### src/rtl/btn_move_ctrl.sv
`default_nettype none
// ============================================================================
// Module      : btn_move_ctrl
// Description : Four push-buttons -> synchronize, debounce, press-detect and
//               arbitrate into a single valid/ready move command.
//               Optional auto-repeat is compiled in with macro REPEAT_EN.
// Revision    : 1.0 - initial release
// ============================================================================
module btn_move_ctrl #(
    parameter int DB_LIMIT      = 1000000,
    parameter int REPEAT_CYCLES = 25000000
) (
    input  logic       clk,
    input  logic       rst_n,
    input  logic       btn_L,
    input  logic       btn_R,
    input  logic       btn_U,
    input  logic       btn_D,
    output logic       move_valid,
    output logic [1:0] move_dir,
    output logic [3:0] move_onehot,
    input  logic       move_ready,
    output logic [7:0] drop_cnt
);

    localparam int                c_db_w   = (DB_LIMIT > 1) ? $clog2(DB_LIMIT) : 1;
    localparam logic [c_db_w-1:0] c_db_max = c_db_w'(DB_LIMIT - 1);

    typedef enum logic [0:0] {
        ST_IDLE = 1'b0,
        ST_PEND = 1'b1
    } state_t;

    logic [3:0] w_btn_raw;
    logic [3:0] r_sync1;
    logic [3:0] r_sync2;
    logic [3:0] w_db;
    logic [3:0] r_db_q;
    logic [3:0] w_press;

    // Bit order L,R,U,D matches the move_dir encoding 0..3
    assign w_btn_raw = {btn_D, btn_U, btn_R, btn_L};

    always_ff @(posedge clk or negedge rst_n) begin
        if (!rst_n) begin
            r_sync1 <= '0;
            r_sync2 <= '0;
            r_db_q  <= '0;
        end else begin
            r_sync1 <= w_btn_raw;
            r_sync2 <= r_sync1;
            r_db_q  <= w_db;
        end
    end

    for (genvar gi = 0; gi < 4; gi++) begin : g_btn
        logic [c_db_w-1:0] r_db_cnt;
        logic              r_db_bit;
        logic              w_edge;

        always_ff @(posedge clk or negedge rst_n) begin
            if (!rst_n) begin
                r_db_cnt <= '0;
                r_db_bit <= 1'b0;
            end else if (r_sync2[gi] == r_db_bit) begin
                r_db_cnt <= '0;
            end else if (r_db_cnt == c_db_max) begin
                r_db_bit <= r_sync2[gi];
                r_db_cnt <= '0;
            end else begin
                r_db_cnt <= r_db_cnt + 1'b1;
            end
        end

        assign w_db[gi] = r_db_bit;
        assign w_edge   = r_db_bit & ~r_db_q[gi];

`ifdef REPEAT_EN
        localparam int                 c_rep_w   = (REPEAT_CYCLES > 1) ? $clog2(REPEAT_CYCLES) : 1;
        localparam logic [c_rep_w-1:0] c_rep_max = c_rep_w'(REPEAT_CYCLES - 1);

        logic [c_rep_w-1:0] r_rep_cnt;
        logic               r_rep_hit;

        // Counter is 0 in the press-event cycle, so the hit lands exactly
        // REPEAT_CYCLES cycles after each event (initial or repeat).
        always_ff @(posedge clk or negedge rst_n) begin
            if (!rst_n) begin
                r_rep_cnt <= '0;
                r_rep_hit <= 1'b0;
            end else if (!r_db_bit) begin
                r_rep_cnt <= '0;
                r_rep_hit <= 1'b0;
            end else if (r_rep_cnt == c_rep_max) begin
                r_rep_cnt <= '0;
                r_rep_hit <= 1'b1;
            end else begin
                r_rep_cnt <= r_rep_cnt + 1'b1;
                r_rep_hit <= 1'b0;
            end
        end

        assign w_press[gi] = w_edge | (r_rep_hit & r_db_bit);
`else
        assign w_press[gi] = w_edge;
`endif
    end

`ifndef REPEAT_EN
    // Keeps the repeat period referenced in builds without auto-repeat
    if (REPEAT_CYCLES < 1) begin : g_rep_cfg_unused
    end
`endif

    state_t     r_state;
    state_t     w_state_nxt;
    logic [1:0] r_move_dir;
    logic [1:0] w_dir_nxt;
    logic [3:0] r_move_onehot;
    logic [3:0] w_onehot_nxt;
    logic [7:0] r_drop_cnt;
    logic [1:0] w_pick;
    logic [2:0] w_n_press;
    logic [2:0] w_drop_inc;
    logic [8:0] w_drop_sum;

    assign w_n_press = {2'b00, w_press[0]} + {2'b00, w_press[1]}
                     + {2'b00, w_press[2]} + {2'b00, w_press[3]};

    always_comb begin
        w_state_nxt  = r_state;
        w_dir_nxt    = r_move_dir;
        w_onehot_nxt = r_move_onehot;
        w_drop_inc   = w_n_press;
        w_pick       = 2'd3;
        if (w_press[0]) begin
            w_pick = 2'd0;
        end else if (w_press[1]) begin
            w_pick = 2'd1;
        end else if (w_press[2]) begin
            w_pick = 2'd2;
        end
        case (r_state)
            ST_IDLE: begin
                if (|w_press) begin
                    w_state_nxt  = ST_PEND;
                    w_dir_nxt    = w_pick;
                    w_onehot_nxt = 4'b0001 << w_pick;
                    w_drop_inc   = w_n_press - 3'd1;
                end
            end
            ST_PEND: begin
                // Every event here is lost, even in the handshake cycle
                if (move_ready) begin
                    w_state_nxt  = ST_IDLE;
                    w_onehot_nxt = '0;
                end
            end
            default: begin
                w_state_nxt  = ST_IDLE;
                w_onehot_nxt = '0;
            end
        endcase
        w_drop_sum = {1'b0, r_drop_cnt} + {6'b000000, w_drop_inc};
    end

    always_ff @(posedge clk or negedge rst_n) begin
        if (!rst_n) begin
            r_state       <= ST_IDLE;
            r_move_dir    <= '0;
            r_move_onehot <= '0;
            r_drop_cnt    <= '0;
        end else begin
            r_state       <= w_state_nxt;
            r_move_dir    <= w_dir_nxt;
            r_move_onehot <= w_onehot_nxt;
            r_drop_cnt    <= w_drop_sum[8] ? 8'hFF : w_drop_sum[7:0];
        end
    end

    assign move_valid  = (r_state == ST_PEND);
    assign move_dir    = r_move_dir;
    assign move_onehot = r_move_onehot;
    assign drop_cnt    = r_drop_cnt;

endmodule
`default_nettype wire

### config.mk
export PLATFORM = sky130hd
export DESIGN_NAME = btn_move_ctrl
export DESIGN_NICKNAME = d
export VERILOG_FILES = /design/src/rtl/btn_move_ctrl.sv
export SDC_FILE = /design/constraint.sdc
export NUM_CORES = 1
export LEC_CHECK = 0
export CELL_PAD_IN_SITES_DETAIL_PLACEMENT = 1
export CELL_PAD_IN_SITES_GLOBAL_PLACEMENT = 2
export CORE_MARGIN = 4
export CORE_UTILIZATION = 36
export DETAILED_ROUTE_END_ITERATION = 8
export PLACE_DENSITY_LB_ADDON = 0.25
export SLEW_MARGIN = 30
export SYNTH_ARGS = -nofsm -noshare
export SYNTH_HDL_FRONTEND = slang
export SYNTH_SLANG_ARGS = --single-unit
export TNS_END_PERCENT = 1
### constraint.sdc
create_clock -name clk -period 3.35 [get_ports clk]
set_input_delay 0.67 -clock clk [delete_from_list [all_inputs] [get_ports clk]]
set_output_delay 0.67 -clock clk [all_outputs]
set_load 0.01 [all_outputs]
# Word-level counts from Yosys, hierarchy flattened
# Index checks and enable logic that the tools add are counted.
[op_classes]
n_reduce_logical = 7
n_addsub = 9
bitwise_logic = 13
order_cmp = 0
n_div = 0
mux = 20
shifts = 1
multipliers = 0
n_eq_ne = 10
[op_table]
columns = ["op", "n"]
rows = [
  ["2-to-1 mux 20 bit", 8],
  ["adder 20 x 1 -> 20 bit, second input constant", 4],
  ["== test 20 bit, second input constant", 4],
  ["AND reduction 2 bit", 6],
  ["adder 8 x 3 -> 9 bit", 1],
  ["NOT 1 bit", 9],
  ["2-to-1 mux 4 bit", 2],
  ["2-to-1 mux 8 bit", 1],
  ["one-hot mux 4 bit (2 select lines)", 1],
  ["2-to-1 mux 3 bit", 2],
  ["bitwise AND 1 bit", 4],
  ["== test 1 bit", 4],
  ["2-to-1 mux 2 bit", 2],
  ["!= test 2 bit, second input constant", 2],
  ["OR reduction 4 bit", 1],
  ["left shift 1 x 2 -> 4 bit, first input constant", 1],
  ["adder 2 x 1 -> 3 bit", 1],
  ["adder 3 x 1 -> 3 bit", 1],
  ["2-to-1 mux 1 bit", 3],
  ["subtractor 3 x 1 -> 3 bit, second input constant", 1],
  ["adder 1 x 1 -> 2 bit", 1],
  ["one-hot mux 1 bit (2 select lines)", 1],
]
[totals]
out_inout_bits = 15
register_bits = 111
mem_bits_ro = 0
wordCells = 75
memories = 0
latch_bits = 0
ram_bits = 0

# Longest topological paths before layout
[depth]
word_depth = 10
depth_mapped = 15
depth_no_buf = 15

# Worst setup path after synthesis
# OpenSTA, ideal clock, no wires.
[synth_timing]
path_kind = "reg2reg"
startpoint = "register g_btn[0].r_db_bit"
endpoint = "register r_drop_cnt[6] (netlist: drop_cnt[6])"
n_path_buf = 0
synth_period_minus_slack_ns = 3.293
slack_ns = 0.057
stages_incl_launch_ff = 15
t_arrival_ns = 3.168
t_required_ns = 3.225
path_cell_list = "dfrtp_1 > nor2b_1 > inv_1 > ha_1 > ha_1 > ha_1 > ha_1 > inv_1 > ha_1 > a21o_1 > fa_1 > nor2b_1 > or2_2 > nand4_1 > mux2_2"
[synth_via]
elab_chain_cells = 9
word_cells_on_any_way = 10
classes_between = "5 x add/sub; 3 x mux; 1 x bitwise; 1 x reduce/logical"
[synth_lines]
columns = ["element", "line_no", "source"]
rows = [
  ["start: declaration", "58", "logic r_db_bit;"],
  ["start signal: assignment", "68", "r_db_bit <= r_sync2[gi];"],
  ["bitwise AND 1 bit *", "76", "assign w_edge = r_db_bit & ~r_db_q[gi];"],
  ["adder 1 x 1 -> 2 bit", "127", "assign w_n_press = {2'b00, w_press[0]} + {2'b00, w_press[1]}"],
  ["adder 2 x 1 -> 3 bit", "128", "+ {2'b00, w_press[2]} + {2'b00, w_press[3]};"],
  ["adder 3 x 1 -> 3 bit", "128", ""],
  ["subtractor 3 x 1 -> 3 bit", "149", "w_drop_inc = w_n_press - 3'd1;"],
  ["2-to-1 mux 3 bit", "145", "if (|w_press) begin"],
  ["2-to-1 mux 3 bit *", "143", "case (r_state)"],
  ["adder 8 x 3 -> 9 bit *", "164", "w_drop_sum = {1'b0, r_drop_cnt} + {6'b000000, w_drop_inc};"],
  ["2-to-1 mux 8 bit *", "177", "r_drop_cnt <= w_drop_sum[8] ? 8'hFF : w_drop_sum[7:0];"],
  ["end signal: assignment", "177", ""],
  ["end: declaration", "121", "logic [7:0] r_drop_cnt;"],
]
# Mark *: on every way between the ends. The rest lies on a longest branch, timed or not.
# A chain may end at the register's enable or synchronous reset.

# Final worst setup path
[layout_timing]
startpoint = "register r_db_q[0]"
endpoint = "register r_drop_cnt[6] (netlist: drop_cnt[6])"
[layout_via]
elab_chain_cells = 10
word_cells_on_any_way = 11
classes_between = "5 x add/sub; 3 x mux; 2 x bitwise; 1 x reduce/logical"
[layout_lines]
columns = ["element", "line_no", "source"]
rows = [
  ["start: declaration", "38", "logic [3:0] r_db_q;"],
  ["start signal: assignment", "52", "r_db_q <= w_db;"],
  ["NOT 1 bit *", "76", ""],
  ["bitwise AND 1 bit *", "76", ""],
  ["adder 1 x 1 -> 2 bit", "127", ""],
  ["adder 2 x 1 -> 3 bit", "128", ""],
  ["adder 3 x 1 -> 3 bit", "128", ""],
  ["subtractor 3 x 1 -> 3 bit", "149", ""],
  ["2-to-1 mux 3 bit", "145", ""],
  ["2-to-1 mux 3 bit *", "143", ""],
  ["adder 8 x 3 -> 9 bit *", "164", ""],
  ["2-to-1 mux 8 bit *", "177", ""],
]
# Marked as above.

==> qor.tcl <==
set qor(status) {completed}
set qor(timing.critical_path.slowest_stage_cell) {sky130_fd_sc_hd__dfrtp_1}
set qor(register_area_um2) 2780
set qor(cp.required_ps) 3590
set qor(worstHoldPathType) {input pin to asynchronous set/reset pin}
set qor(fp.coreArea_um2) 14600
set qor(start_util_pct) 37.0
set qor(drtIter0Drc) 203
set qor(critical_path.reg2reg.startpoint) {r_db_q[0]}
set qor(synth_enable_flop_cells) 0
set qor(finalSetupTns_ps) 0
set qor(crit_path_start_kind) {flop}
set qor(cells_after_synthesis) 542
set qor(detail_route.drc_violations) 0
set qor(rows) 44
set qor(drive_gt1_share_pct) 9.17
set qor(mappedNetlistNets) 562
set qor(die_area_um2) 17100
set qor(gr-total-overflow) 0
set qor(fin_worst_hold_slack_ps) 350
set qor(grt_max_degree) 78
set qor(synthFlopType) {sky130_fd_sc_hd__dfrtp_1}
set qor(cts_made_buffers) 9
set qor(gp_routability_congestion) 0.748
set qor(grt_pass1_wl_um) 20800
set qor(crit_chain) {nor2b_4 -> inv_1 -> ha_1 -> ha_4 -> ha_4 -> ha_4 -> inv_1 -> ha_1 -> nand2_1 -> xnor2_1 -> ha_1 -> nor2b_4 -> or2_2 -> nand4_1 -> mux2_2}
set qor(tritoncts) {built}
set qor(dr_total_vias) 4050
set qor(detail_route.vias_per_cell) 5.31
set qor(worstSetupEndpointType) {flop}
set qor(grt_use_total_pct) 15.2
set qor(worst_slew_pin_slew_ps) 837
set qor(cts_htree_levels) 3
set qor(timing.final.hold_violations) 0
set qor(max_clock_freq_mhz) 310
set qor(ir_worst_vdd_uv) 244
set qor(cp.arrival_ps) 3460
set qor(setup_crit_path_kind) {flop to flop}
set qor(chipWidth_um) 131
set qor(max-clock-path-buffers) 2
set qor(timing.final.crit_period_ps) 3220
set qor(synth.ff_latch_count) 111
set qor(area.growth.synth_to_final_pct) 15.9
set qor(seq_area_frac_synth_pct) 51.2
set qor(drv_cap) 0
set qor(finalClockSkew_ps) 9.64
set qor(insertedDiodeCount) 0
set qor(grt_pass1_vias) 4231
set qor(yosysUniqueCellTypes) 44
set qor(timing.critical_path.slowest_cell_delay_ps) 400
set qor(setup_violations) 0
set qor(fillCellCount) 1627
set qor(synthesis.area_per_instance_um2) 10.0
set qor(io-pin-count) 22
set qor(drt_first_pass_iters) 4
set qor(drt.antenna.violating_nets) 0
set qor(mappedNetlistArea_um2) 5430
set qor(rr_endpoint) {drop_cnt[6]}
set qor(port_buffers) 21
set qor(reg2reg_setup_slack_ps) 130
set qor(fin_crit_sh_pct) 96.2
set qor(pwr_cell_area_nw_per_um2) 419
set qor(clkSinkCount) 111
set qor(reg_clk_slew_reported_paths_ps) 70
set qor(synth_warnings) 0
set qor(timing.reg2reg.worst_path_depth) 15
set qor(clock_insertion_delay_worst_skew_ps) 360
set qor(finish.net_count) 593
set qor(antenna_found_initial) 0
set qor(timing_max_transition_violations_final) 0
set qor(wire_per_inst_um) 15.6
set qor(die_height_um) 131
set qor(multi_input_gate_area_um2) 2560
set qor(cellLeakagePower_nw) 2.52
set qor(slew_headroom_pct) 44.2
set qor(crit_fanout) 3
set qor(cts.root.buffer_cell) {sky130_fd_sc_hd__clkbuf_16}
set qor(detail_route.wirelength_um) 11900
set qor(synth_async_sr_flop_share_pct) 100
set qor(hpwl_um) 8260
cells in the mapped netlist, drive strengths merged (4+ instances only):
cell    count  area [um2]
dfrtp     111        2780
nor2       60         225
nand3      38         208
xnor2      37         324
nand2      32         120
a21oi      28         140
inv        24        90.1
nor3       21         105
o21ai      21         105
xor2       19         166
nand4      17         106
o31ai      14         143
or3        14        87.6
ha         12         150
nor4       12        75.1
or4        12        93.8
and3        8        51.3
nor2b       8        50.1
clkbuf      7        26.3
buf         6        30.0
mux2        6        67.6
nand4b      5        43.8
and2        4        25.0
nand2b      4        25.0
or2         4        25.0
final cells by class:
class,instances,area share (%)
flip-flops and latches,111,44.2
multi-input cells,394,40.7
repair buffers,33,4.99
clock buffers,11,4.02
well taps,184,3.66
inverters,24,1.43
clock inverters,5,1.01
kinds of logic after synthesis:
| kind of cell | synth area share, % |
|---|---|
| buffers and inverters | 2.70 |
| DFF | 51.2 |
| adders and majority gates | 3.14 |
| muxes | 1.43 |
| and+or+nand+nor | 24.1 |
| xor gates and xnor gates | 9.04 |
| AOI/OAI and AO/OA | 8.42 |
per-stage QoR:
stage / worst slack, ps / util [%] / instances / power, mW / instance area [um2]
after floorplan: 57.4 / - / 542 / 1.45 / 5430
after global placement: 6.88 / 40.2 / 743 / 1.52 / 5890
after detailed placement: -102 / 40.2 / 743 / 1.52 / 5890
after CTS: 25.8 / 42.7 / 762 / 2.68 / 6260
after global routing: -12.4 / 42.9 / 762 / 2.75 / 6290
final: 127 / 42.9 / 762 / 2.63 / 6290
placed cells by master, fill, tap and decap left out, types with 3 or more instances in the layout:
cell                                n
sky130_fd_sc_hd__nor3_1            21
sky130_fd_sc_hd__o31ai_1           10
sky130_fd_sc_hd__nor4_1            12
sky130_fd_sc_hd__clkbuf_16          9
sky130_fd_sc_hd__nand2b_1           4
sky130_fd_sc_hd__xor2_1            19
sky130_fd_sc_hd__ha_4               3
sky130_fd_sc_hd__buf_4             11
sky130_fd_sc_hd__xnor2_1           37
sky130_fd_sc_hd__and2_1             4
sky130_fd_sc_hd__nand4b_1           5
sky130_fd_sc_hd__or4_1             11
sky130_fd_sc_hd__mux2_2             6
sky130_fd_sc_hd__or4b_1             3
sky130_fd_sc_hd__or3_1             14
sky130_fd_sc_hd__dfrtp_1          111
sky130_fd_sc_hd__a21oi_1           27
sky130_fd_sc_hd__ha_1               9
sky130_fd_sc_hd__nand2_1           32
sky130_fd_sc_hd__nand4_1           17
sky130_fd_sc_hd__and3_1             7
sky130_fd_sc_hd__o21ai_0           21
sky130_fd_sc_hd__inv_1             24
sky130_fd_sc_hd__nor2b_1            6
sky130_fd_sc_hd__clkdlybuf4s50_1   20
sky130_fd_sc_hd__or2_2              3
sky130_fd_sc_hd__nor2_1            60
sky130_fd_sc_hd__nand3_1           36
layer usage:
layer	track usage [%]	up-vias	wire length [um]
li1	-	1974	-
met1	20.7	2040	5940
met2	24.5	25	5610
met3	2.85	11	201
met4	4.78	0	161
met5	0	-	0
critical path, delay by kind of cell, from the launching register on:
family                     cells  cell delay (ps)
adders and majority gates      6             1440
and+or+nand+nor                5              720
buffers and inverters          2              100
DFF                            1              400
xor gates and xnor gates       1              140
muxes                          1              340
state kept, by name, summed over array words and instances (netlist names):
name and count:
g_btn.r_db_bit 4, move_dir 2, drop_cnt 8, g_btn.r_db_cnt 80, r_sync2 4, r_db_q 4, r_sync1 4, move_onehot 4
move_valid 1
how the worst max path moves through the flow:
stage / start / to / slack (ps) / depth (start not counted)
floorplan: g_btn[0].r_db_bit / drop_cnt[6] / 60 / 14
global placement: g_btn[0].r_db_bit / drop_cnt[6] / 7 / 14
detailed placement: g_btn[0].r_db_bit / drop_cnt[6] / -100 / 14
CTS: r_db_q[0] / drop_cnt[6] / 30 / 15
global route: g_btn[0].r_db_bit / drop_cnt[6] / -10 / 14
finish: r_db_q[0] / drop_cnt[6] / 130 / 15
where the power goes:
part	switching, mW	internal (mW)
clock network	0.515	0.629
registers	0.0235	1.36
logic	0.0645	0.0392
total	0.603	2.03
timing repair:
item,4_1_cts,5_1_grt
setup buffers,3,0
endpoints found under the setup margin,7,8
resized for setup,6,4
hold buffers,0,0
pin swaps,4,3
No activity file was read; power rests on OpenSTA's default activity.
